<file path="src/rtl/muldiv_pkg.sv">
// Shared definitions for the HI/LO multiply/divide sequencer: op encodings, FSM states, default width.
// MULDIV_FAST_MUL_EN (see muldiv_ctrl) selects a single-cycle multiplier; divide is always iterative.
package muldiv_pkg;

   localparam int MULDIV_WIDTH = 32;

   localparam logic [2:0] OP_MULT  = 3'b000;
   localparam logic [2:0] OP_MULTU = 3'b001;
   localparam logic [2:0] OP_DIV   = 3'b010;
   localparam logic [2:0] OP_DIVU  = 3'b011;
   localparam logic [2:0] OP_MTHI  = 3'b100;
   localparam logic [2:0] OP_MTLO  = 3'b101;

   typedef enum logic [1:0] {
      IDLE = 2'd0,
      CALC = 2'd1,
      FIX  = 2'd2
   } state_t;

endpackage

</file>
<file path="src/rtl/muldiv_step.sv">
// One combinational iteration shared by multiply (shift-add) and divide (restoring shift-subtract).
// Multiply: acc + (mul_bit ? operand : 0), shifted right; shift_bit is the bit falling into the low word.
module muldiv_step
   import muldiv_pkg::*;
#(
   parameter int WIDTH = MULDIV_WIDTH
) (
   input  logic             is_div,
   input  logic [WIDTH-1:0] acc,
   input  logic             mul_bit,
   input  logic             div_bit,
   input  logic [WIDTH-1:0] operand,
   output logic [WIDTH-1:0] acc_out,
   output logic             shift_bit
);

   logic [WIDTH-1:0] addend;
   logic [WIDTH:0]   sum;
   logic [WIDTH:0]   shifted;
   logic             fits;

   always_comb begin
      addend  = mul_bit ? operand : '0;
      sum     = {1'b0, acc} + {1'b0, addend};
      // partial remainder is always below the divisor, so the shifted value fits in WIDTH+1 bits
      shifted = {acc, div_bit};
      fits    = (shifted >= {1'b0, operand});
      if (is_div) begin
         acc_out   = fits ? WIDTH'(shifted - {1'b0, operand}) : WIDTH'(shifted);
         shift_bit = fits;
      end else begin
         acc_out   = sum[WIDTH:1];
         shift_bit = sum[0];
      end
   end

endmodule

</file>
<file path="src/rtl/muldiv_ctrl.sv">
// Multi-cycle multiply/divide sequencer owning HI/LO; iterative datapath with sign pre/post correction.
// Define MULDIV_FAST_MUL_EN for a single-cycle '*' multiply (IDLE->FIX directly); divide is unchanged.
module muldiv_ctrl
   import muldiv_pkg::*;
#(
   parameter int WIDTH = MULDIV_WIDTH
) (
   input  logic             clk,
   input  logic             rst,
   input  logic             start,
   input  logic [2:0]       op,
   input  logic [WIDTH-1:0] x,
   input  logic [WIDTH-1:0] y,
   input  logic             cancel,
   output logic             busy,
   output logic             done,
   output logic             div_by_zero,
   output logic [WIDTH-1:0] hi,
   output logic [WIDTH-1:0] lo
);

   localparam int              CNT_W     = (WIDTH > 1) ? $clog2(WIDTH) : 1;
   localparam logic [CNT_W-1:0] LAST_ITER = CNT_W'(WIDTH - 1);

   state_t           state_reg, state_next;
   logic [CNT_W-1:0] cnt_reg, cnt_next;
   logic [WIDTH-1:0] acc_reg, acc_next;     // product high half, partial remainder, or raw x on div-by-zero
   logic [WIDTH-1:0] work_reg, work_next;   // multiplier shifting out / dividend shifting into quotient
   logic [WIDTH-1:0] opnd_reg, opnd_next;   // multiplicand or divisor magnitude
   logic             is_div_reg, is_div_next;
   logic             neg_q_reg, neg_q_next;
   logic             neg_r_reg, neg_r_next;
   logic             dz_reg, dz_next;
   logic [WIDTH-1:0] hi_reg, hi_next;
   logic [WIDTH-1:0] lo_reg, lo_next;
   logic             done_reg, done_next;
   logic             dbz_reg, dbz_next;
   logic             busy_reg, busy_next;

   logic             signed_op;
   logic             x_neg, y_neg;
   logic [WIDTH-1:0] x_mag, y_mag;
   logic [WIDTH-1:0] step_acc;
   logic             step_bit;
   logic [2*WIDTH-1:0] prod_fix;
   logic [WIDTH-1:0] quot_fix, rem_fix;
`ifdef MULDIV_FAST_MUL_EN
   logic [2*WIDTH-1:0] fast_prod;
`endif

   muldiv_step #(.WIDTH(WIDTH)) u_step (
      .is_div    (is_div_reg),
      .acc       (acc_reg),
      .mul_bit   (work_reg[0]),
      .div_bit   (work_reg[WIDTH-1]),
      .operand   (opnd_reg),
      .acc_out   (step_acc),
      .shift_bit (step_bit)
   );

   always_comb begin
      signed_op = (op == OP_MULT) || (op == OP_DIV);
      x_neg     = signed_op & x[WIDTH-1];
      y_neg     = signed_op & y[WIDTH-1];
      x_mag     = x_neg ? -x : x;
      y_mag     = y_neg ? -y : y;
`ifdef MULDIV_FAST_MUL_EN
      fast_prod = {{WIDTH{1'b0}}, x_mag} * {{WIDTH{1'b0}}, y_mag};
`endif
      prod_fix  = neg_q_reg ? -{acc_reg, work_reg} : {acc_reg, work_reg};
      quot_fix  = neg_q_reg ? -work_reg : work_reg;
      rem_fix   = neg_r_reg ? -acc_reg : acc_reg;
   end

   always_comb begin
      state_next  = state_reg;
      cnt_next    = cnt_reg;
      acc_next    = acc_reg;
      work_next   = work_reg;
      opnd_next   = opnd_reg;
      is_div_next = is_div_reg;
      neg_q_next  = neg_q_reg;
      neg_r_next  = neg_r_reg;
      dz_next     = dz_reg;
      hi_next     = hi_reg;
      lo_next     = lo_reg;
      done_next   = 1'b0;
      dbz_next    = 1'b0;

      case (state_reg)
         IDLE: begin
            if (start) begin
               case (op)
                  OP_MULT, OP_MULTU: begin
                     is_div_next = 1'b0;
                     neg_q_next  = x_neg ^ y_neg;
                     neg_r_next  = 1'b0;
                     dz_next     = 1'b0;
                     cnt_next    = '0;
`ifdef MULDIV_FAST_MUL_EN
                     {acc_next, work_next} = fast_prod;
                     state_next  = FIX;
`else
                     acc_next    = '0;
                     work_next   = y_mag;
                     opnd_next   = x_mag;
                     state_next  = CALC;
`endif
                  end
                  OP_DIV, OP_DIVU: begin
                     is_div_next = 1'b1;
                     neg_q_next  = x_neg ^ y_neg;
                     neg_r_next  = x_neg;
                     cnt_next    = '0;
                     if (y == '0) begin
                        // HI must receive the unmodified dividend, so keep raw x rather than its magnitude
                        dz_next    = 1'b1;
                        acc_next   = x;
                        state_next = FIX;
                     end else begin
                        dz_next    = 1'b0;
                        acc_next   = '0;
                        work_next  = x_mag;
                        opnd_next  = y_mag;
                        state_next = CALC;
                     end
                  end
                  OP_MTHI: hi_next = x;
                  OP_MTLO: lo_next = x;
                  default: ;
               endcase
            end
         end
         CALC: begin
            if (cancel) begin
               state_next = IDLE;
            end else begin
               acc_next  = step_acc;
               work_next = is_div_reg ? {work_reg[WIDTH-2:0], step_bit}
                                      : {step_bit, work_reg[WIDTH-1:1]};
               cnt_next  = cnt_reg + 1'b1;
               if (cnt_reg == LAST_ITER) begin
                  state_next = FIX;
               end
            end
         end
         FIX: begin
            state_next = IDLE;
            if (!cancel) begin
               done_next = 1'b1;
               if (dz_reg) begin
                  hi_next  = acc_reg;
                  lo_next  = '1;
                  dbz_next = 1'b1;
               end else if (is_div_reg) begin
                  hi_next = rem_fix;
                  lo_next = quot_fix;
               end else begin
                  {hi_next, lo_next} = prod_fix;
               end
            end
         end
         default: state_next = IDLE;
      endcase

      busy_next = (state_next != IDLE);
   end

   always_ff @(posedge clk) begin
      if (rst) begin
         state_reg  <= IDLE;
         cnt_reg    <= '0;
         acc_reg    <= '0;
         work_reg   <= '0;
         opnd_reg   <= '0;
         is_div_reg <= 1'b0;
         neg_q_reg  <= 1'b0;
         neg_r_reg  <= 1'b0;
         dz_reg     <= 1'b0;
         hi_reg     <= '0;
         lo_reg     <= '0;
         done_reg   <= 1'b0;
         dbz_reg    <= 1'b0;
         busy_reg   <= 1'b0;
      end else begin
         state_reg  <= state_next;
         cnt_reg    <= cnt_next;
         acc_reg    <= acc_next;
         work_reg   <= work_next;
         opnd_reg   <= opnd_next;
         is_div_reg <= is_div_next;
         neg_q_reg  <= neg_q_next;
         neg_r_reg  <= neg_r_next;
         dz_reg     <= dz_next;
         hi_reg     <= hi_next;
         lo_reg     <= lo_next;
         done_reg   <= done_next;
         dbz_reg    <= dbz_next;
         busy_reg   <= busy_next;
      end
   end

   assign busy        = busy_reg;
   assign done        = done_reg;
   assign div_by_zero = dbz_reg;
   assign hi          = hi_reg;
   assign lo          = lo_reg;

endmodule

</file>
<file path="config.mk">
export PLATFORM = sky130hd
export DESIGN_NAME = muldiv_ctrl
export DESIGN_NICKNAME = d
export VERILOG_FILES = /design/src/rtl/muldiv_pkg.sv /design/src/rtl/muldiv_step.sv /design/src/rtl/muldiv_ctrl.sv
export SDC_FILE = /design/constraint.sdc
export NUM_CORES = 1
export LEC_CHECK = 0
export CAP_MARGIN = 0
export CORE_UTILIZATION = 40
export CTS_BUF_LIST = sky130_fd_sc_hd__clkbuf_4 sky130_fd_sc_hd__clkbuf_8
export CTS_CLUSTER_DIAMETER = 200
export DETAILED_ROUTE_END_ITERATION = 7
export HOLD_SLACK_MARGIN = 0.1
export PLACE_DENSITY = 0.65
export SETUP_SLACK_MARGIN = 0.02
export SYNTH_ARGS = -nofsm -noshare
export SYNTH_HDL_FRONTEND = slang
export SYNTH_SLANG_ARGS = --single-unit
</file>
<file path="constraint.sdc">
create_clock -name clk -period 3.2 [get_ports clk]
set_input_delay 0.48 -clock clk [delete_from_list [all_inputs] [get_ports clk]]
set_output_delay 0.48 -clock clk [all_outputs]
set_load 0.01 [all_outputs]
</file>
# ---- Word-level counts from Yosys, hierarchy flattened
# Index checks and enable logic that the tools add are counted.
dict set report op_classes {
  muxes 50
  bitwise 4
  magnitude_cmp 1
  addsub 8
  n_reduce_logical 21
  n_eq_ne 17
}
# operator n
set op_table {}
lappend op_table {{two-way mux 32 bit} 25}
lappend op_table {{case mux 32 bit (2 select lines)} 7}
lappend op_table {{negator 32 bit} 4}
lappend op_table {{two-way mux 64 bit} 1}
lappend op_table {{negator 64 bit} 1}
lappend op_table {{adder 32 x 32 -> 33 bit} 1}
lappend op_table {{>= comparator 33 x 32 -> 1 bit} 1}
lappend op_table {{zero test 32 bit} 1}
lappend op_table {{subtractor 32 bit} 1}
lappend op_table {{AND reduction 4 bit} 5}
lappend op_table {{two-way mux 5 bit} 3}
lappend op_table {{inequality test 2 bit (second input constant)} 5}
lappend op_table {{case mux 5 bit (2 select lines)} 1}
lappend op_table {{two-way mux 2 bit} 4}
lappend op_table {{case mux 2 bit (2 select lines)} 2}
lappend op_table {{nonzero test 2 bit} 4}
lappend op_table {{equality test 3 x 2 -> 1 bit (second input constant)} 2}
lappend op_table {{equality test 3 bit (second input constant)} 2}
lappend op_table {{case mux 1 bit (2 select lines)} 3}
lappend op_table {{AND reduction 3 bit} 2}
lappend op_table {{OR reduction 2 bit} 3}
lappend op_table {{adder 5 x 1 -> 5 bit (second input constant)} 1}
lappend op_table {{equality test 5 bit (second input constant)} 1}
lappend op_table {{AND reduction 5 bit} 1}
lappend op_table {{15 further kinds} 20}
dict set report totals {
  in_bits 71
  out_inout_bits 67
  regBits 174
  wordCells 115
}

# ---- Logic depth before layout (Yosys ltp)
dict set report depth {
  ltp_word 8
  depth_mapped 14
}

# ---- Hierarchy
# Synthesis repeated with hierarchy kept, for this count alone.
dict set report unflattened {
  hier_cells 2370
  area_unflattened_um2 16878.7
}
# mod area_each_um2 cells_per_inst n_inst
set by_module_without_submodules {}
lappend by_module_without_submodules {muldiv_ctrl 11795.1 1617 1}
lappend by_module_without_submodules {muldiv_step 5083.6 753 1}

# ---- Worst setup path after synthesis
# No wires, ideal clock.
dict set report synth_path {
  path_kind {input to register}
  start {input y[1]}
  end {register acc_reg[18]}
  n_path_buf 2
  path_stages 11
  required_ns 3.141
  slack_ns -0.193
  arrival_ns 3.333
  cell_sequence {inv_1 ha_1 or4b_1 or4_1 buf_2 or4_4 nor4_4 buf_6 a21oi_1 a2111oi_2 a22o_1}
}
dict set report synth_between {
  elab_chain_len 5
}
# item line_no
set synth_lines {}
lappend synth_lines {{from (decl)} muldiv_ctrl.sv:13} ;# input logic [WIDTH-1:0] y,
lappend synth_lines {{zero test 32 bit} muldiv_ctrl.sv:115} ;# if (y == '0) begin
lappend synth_lines {{two-way mux 32 bit} muldiv_ctrl.sv:115}
lappend synth_lines {{case mux 32 bit (2 select lines)} muldiv_ctrl.sv:93} ;# case (op)
lappend synth_lines {{two-way mux 32 bit} muldiv_ctrl.sv:92} ;# if (start) begin
lappend synth_lines {{case mux 32 bit (2 select lines)} muldiv_ctrl.sv:90} ;# case (state_reg)
lappend synth_lines {{to (signal assigned)} muldiv_ctrl.sv:188} ;# acc_reg <= acc_next;
lappend synth_lines {{to (decl)} muldiv_ctrl.sv:27} ;# logic [WIDTH-1:0] acc_reg, acc_next;
# Every way passes these cells. The select of a mux whose other input is x is not followed.
# A chain may end at the register's enable or synchronous reset.

# ---- Worst setup path in the final report
dict set report layout_path {
  start {register work_reg[10]}
  end {register hi_reg[23], in the netlist hi[23]}
}
dict set report layout_between {
  elab_chain_len 6
}
# item line_no
set layout_lines {}
lappend layout_lines {{from (decl)} muldiv_ctrl.sv:28} ;# logic [WIDTH-1:0] work_reg, work_next;
lappend layout_lines {{from (signal assigned)} muldiv_ctrl.sv:189} ;# work_reg <= work_next;
lappend layout_lines {{negator 64 bit} muldiv_ctrl.sv:70} ;# prod_fix = neg_q_reg ? -{acc_reg, work_reg} : {acc_reg, work_reg};
lappend layout_lines {{two-way mux 64 bit} muldiv_ctrl.sv:70}
lappend layout_lines {{two-way mux 32 bit} muldiv_ctrl.sv:155} ;# end else if (is_div_reg) begin
lappend layout_lines {{two-way mux 32 bit} muldiv_ctrl.sv:151} ;# if (dz_reg) begin
lappend layout_lines {{two-way mux 32 bit} muldiv_ctrl.sv:149} ;# if (!cancel) begin
lappend layout_lines {{case mux 32 bit (2 select lines)} muldiv_ctrl.sv:90}
lappend layout_lines {{to (signal assigned)} muldiv_ctrl.sv:195} ;# hi_reg <= hi_next;
lappend layout_lines {{to (decl)} muldiv_ctrl.sv:34} ;# logic [WIDTH-1:0] hi_reg, hi_next;
# Every way passes these cells. The select of a mux whose other input is x is not followed.

==> flow_metrics.tcl <==
set metrics [dict create \
    outcome "finished, violations left" \
    violations "negative setup slack" \
    min_path_type "in2reg" \
    r2r-start "work_reg[10]$_SDFFE_PP0P_" \
    post_drt_wl_per_cell_um 24.36 \
    synth_area_leaders "dfxtp_1 22%, a21oi_1 7.8%, nand2_1 6.8%" \
    fin_setup_tns_ps -43.87 \
    path_cells "or4_4, or4b_4, buf_6, nor4_4, o2111ai_2, o21a_1, o21bai_1, xnor2_1, a211o_1, a21oi_2" \
    cts_hold_buf 0 \
    grt_usage_pct 39.68 \
    cts_tree "yes" \
    crit_required_ps 3640 \
    hold_depth 4 \
    drv_cap 0 \
    cts_buffer_depth 2 \
    max_freq_mhz 310.7 \
    start_util_pct 40.50 \
    tightest_slew_ps 854.6 \
    ys_seq_area_share_pct 22.26 \
    clkTransAtPathRegs_ps 120 \
    via_count 20311 \
    overflow 0 \
    yosys_warnings 0 \
    critPathLaunch "work_reg[10]$_SDFFE_PP0P_" \
    power_leakage_nw 9.293 \
    core.rowCount 72 \
    highest_layer "met5" \
    yosysTopAreaCellShare_pct 22.26 \
    slew_headroom_pct 42.89 \
    ir_worst_vdd_mv 0.3261 \
    drt_wl_total_um 80620 \
    r2r_end "hi[23]$_SDFFE_PP0P_" \
    synth-async-reset-ratio_pct 0 \
    start_kind "flop" \
    grt_max_degree 65 \
    crit_arrival_ps 3660 \
    setup_slack_ps -18.74 \
    yosysTopAreaCell "dfxtp_1" \
    die_area_mm2 0.03992 \
    fin_skew_ps 22.76 \
    r2r_slack_ps -20 \
    p_per_area_mw_per_mm2 344.7 \
    crit_path_end "hi[23]$_SDFFE_PP0P_" \
    drv_slew 0 \
    numPortBuffers 137 \
    finalCritPeriodShare_pct 100.6 \
    clock_latency_ps 530 \
    wl_met2_um 34870 \
    cp_slowest_stage_delay_ps 550 \
    grt_pass1_wl_um 116600 \
    worstPathMaxFanout 3 \
    rsz0062_at_grt "yes" \
    routabilityCongestion 1.015 \
    period_needed_ps 3219 \
    drt_iter0_markers 2338 \
    synth_cell_types 77 \
    critPathCaptureType "flop" \
    die_w_um 199.8 \
    dp_hpwl_um 62540 \
    drive_gt1_share_pct 28.02 \
    wl_met3_um 7595 \
    finalHoldViolCount 0 \
    grt_pass1_vias 19302 \
    synth_nets 2409 \
    met1Wirelength_um 32820 \
    clockRootBuffer "clkbuf_8" \
    cts_max_level 4 \
    slowest_stage "or4_4" \
    setup-violations-final 3 \
    synth.avg_cell_area_um2 6.907 \
    antenna_found_initial 4 \
    drtAntennaViolNets 0 \
    cts_made_buffers 17 \
    place_ws_ps -842.6 \
    synth_edf_count 0 \
    critPathKind "reg2reg" \
    drc 0 \
    rr_worst_depth 10 \
    num_io_pins 138 \
    syn-cell-area_mm2 0.01565 \
    finalNetCount 2921 \
    synth-main-ff-cell "dfxtp_1" \
    synthCells 2266 \
    fill_cells 3643 \
    syn_to_final_growth_pct 45.55 \
    cts_sinks 174 \
    ys_ff_latch 174 \
    drt_pass1_iterations 5 \
    core_area_mm2 0.03865 \
    via_per_inst 6.136 \
    die_h_um 199.8 \
]
[cells by family (layout without fill, tap and decap cells)]
group | Yosys count | in the layout | share of synthesized area [%]
compound gates | 731 | 731 | 29.17
xor+xnor | 172 | 172 | 9.625
fa+ha+maj | 72 | 72 | 5.852
buf+inv | 242 | 767 | 5.956
flops | 174 | 174 | 22.26
mux | 42 | 42 | 2.758
other cells | 0 | 1 | 0
simple gates | 833 | 833 | 24.38
[synth_stat cells (all sizes together), types with 29 or more instances]
master,n
nand2,285
nor2,256
a21oi,245
dfxtp,174
o21ai,168
clkbuf,154
xnor2,101
nand3,72
xor2,71
ha,70
inv,70
nor3,49
a211oi,45
o211ai,40
nor4,35
mux2i,33
a31oi,32
a21o,29
[where the power goes]
group	switching, mW	leakage [nW]	internal [mW]
Sequential	0.112	1.42	2.27
Clock	1.04	0.223	0.761
Combinational	2.10	7.65	1.58
[worst min path at each step]
stage | start | to | slack [ps]
4_1_cts | opnd_reg[16]$_SDFFE_PP0P_ | opnd_reg[16]$_SDFFE_PP0P_ | 460
2_1_floorplan | opnd_reg[10]$_SDFFE_PP0P_ | opnd_reg[10]$_SDFFE_PP0P_ | 430
6_report | y[0] | opnd_reg[0]$_SDFFE_PP0P_ | 420
3_3_place_gp | opnd_reg[8]$_SDFFE_PP0P_ | opnd_reg[8]$_SDFFE_PP0P_ | 440
3_5_place_dp | hi[19]$_SDFFE_PP0P_ | hi[19]$_SDFFE_PP0P_ | 440
5_1_grt | y[0] | opnd_reg[0]$_SDFFE_PP0P_ | 430
[critical path: cells and delay by family (launching register included)]
| family | cells | cell delay, ps |
|---|---|---|
| AO/OA/AOI/OAI | 5 | 1110 |
| flip-flops | 1 | 340 |
| AND/OR/NAND/NOR | 3 | 1340 |
| buffers and inverters | 1 | 160 |
| XOR/XNOR | 1 | 200 |
[cells in the final DEF (no fill, tap or decap), types with 11 or more instances in the layout]
master	n
a211oi_1	33
a21o_1	29
a21oi_1	224
a21oi_2	18
a31oi_1	27
and3_1	15
buf_4	502
buf_6	17
clkbuf_8	18
clkdlybuf4s50_1	119
dfxtp_1	160
dfxtp_2	12
dlymetal6s2s_1	11
ha_1	50
ha_4	18
inv_1	61
mux2i_1	33
nand2_1	282
nand3_1	65
nand4_1	20
nor2_1	240
nor2_2	11
nor3_1	41
nor4_1	26
o211ai_1	40
o21ai_0	147
o21ai_1	14
o221ai_1	25
o22ai_1	16
o31ai_1	21
or4_1	16
xnor2_1	98
xor2_1	68
[final cells by class]
type	instances	area, µm²	share of cell area, %
multi-input cells	1850	12350	54.23
clock inverters	14	192.7	0.8458
inverters	71	281.5	1.236
repair buffers	664	5549	24.36
well taps	518	648.1	2.845
diodes	1	2.502	0.01098
clock buffers	18	247.7	1.087
flip-flops and latches	174	3506	15.39
[stage by stage]
step           instances  util, %  power [mW]  hold slack [ps]  instance area [µm²]
2_1_floorplan       2266        -       4.034            431.9                15800
3_3_place_gp        3240    54.06       5.670            439.8                20890
3_5_place_dp        3240    54.06       5.677            443.9                20890
4_1_cts             3292    56.72       7.584            461.9                21920
5_1_grt             3309    58.94       8.138            431.5                22780
6_report            3310    58.95       7.853            422.7                22780
[what timing repair did]
action | 4_1_cts | 5_1_grt
buffers inserted | 17 | 20
gates resized for setup | 108 | 162
cloned | 3 | 1
setup endpoints to repair | 114 | 103
pin swaps | 44 | 71
[layer usage]
layer	vias up	GRT usage, %
met1	9652	51.06
li1	9241	-
met2	1125	61.41
met5	-	0
met3	289	8.317
met4	4	22.70
Note: power is estimated with default switching activity, not from simulation.
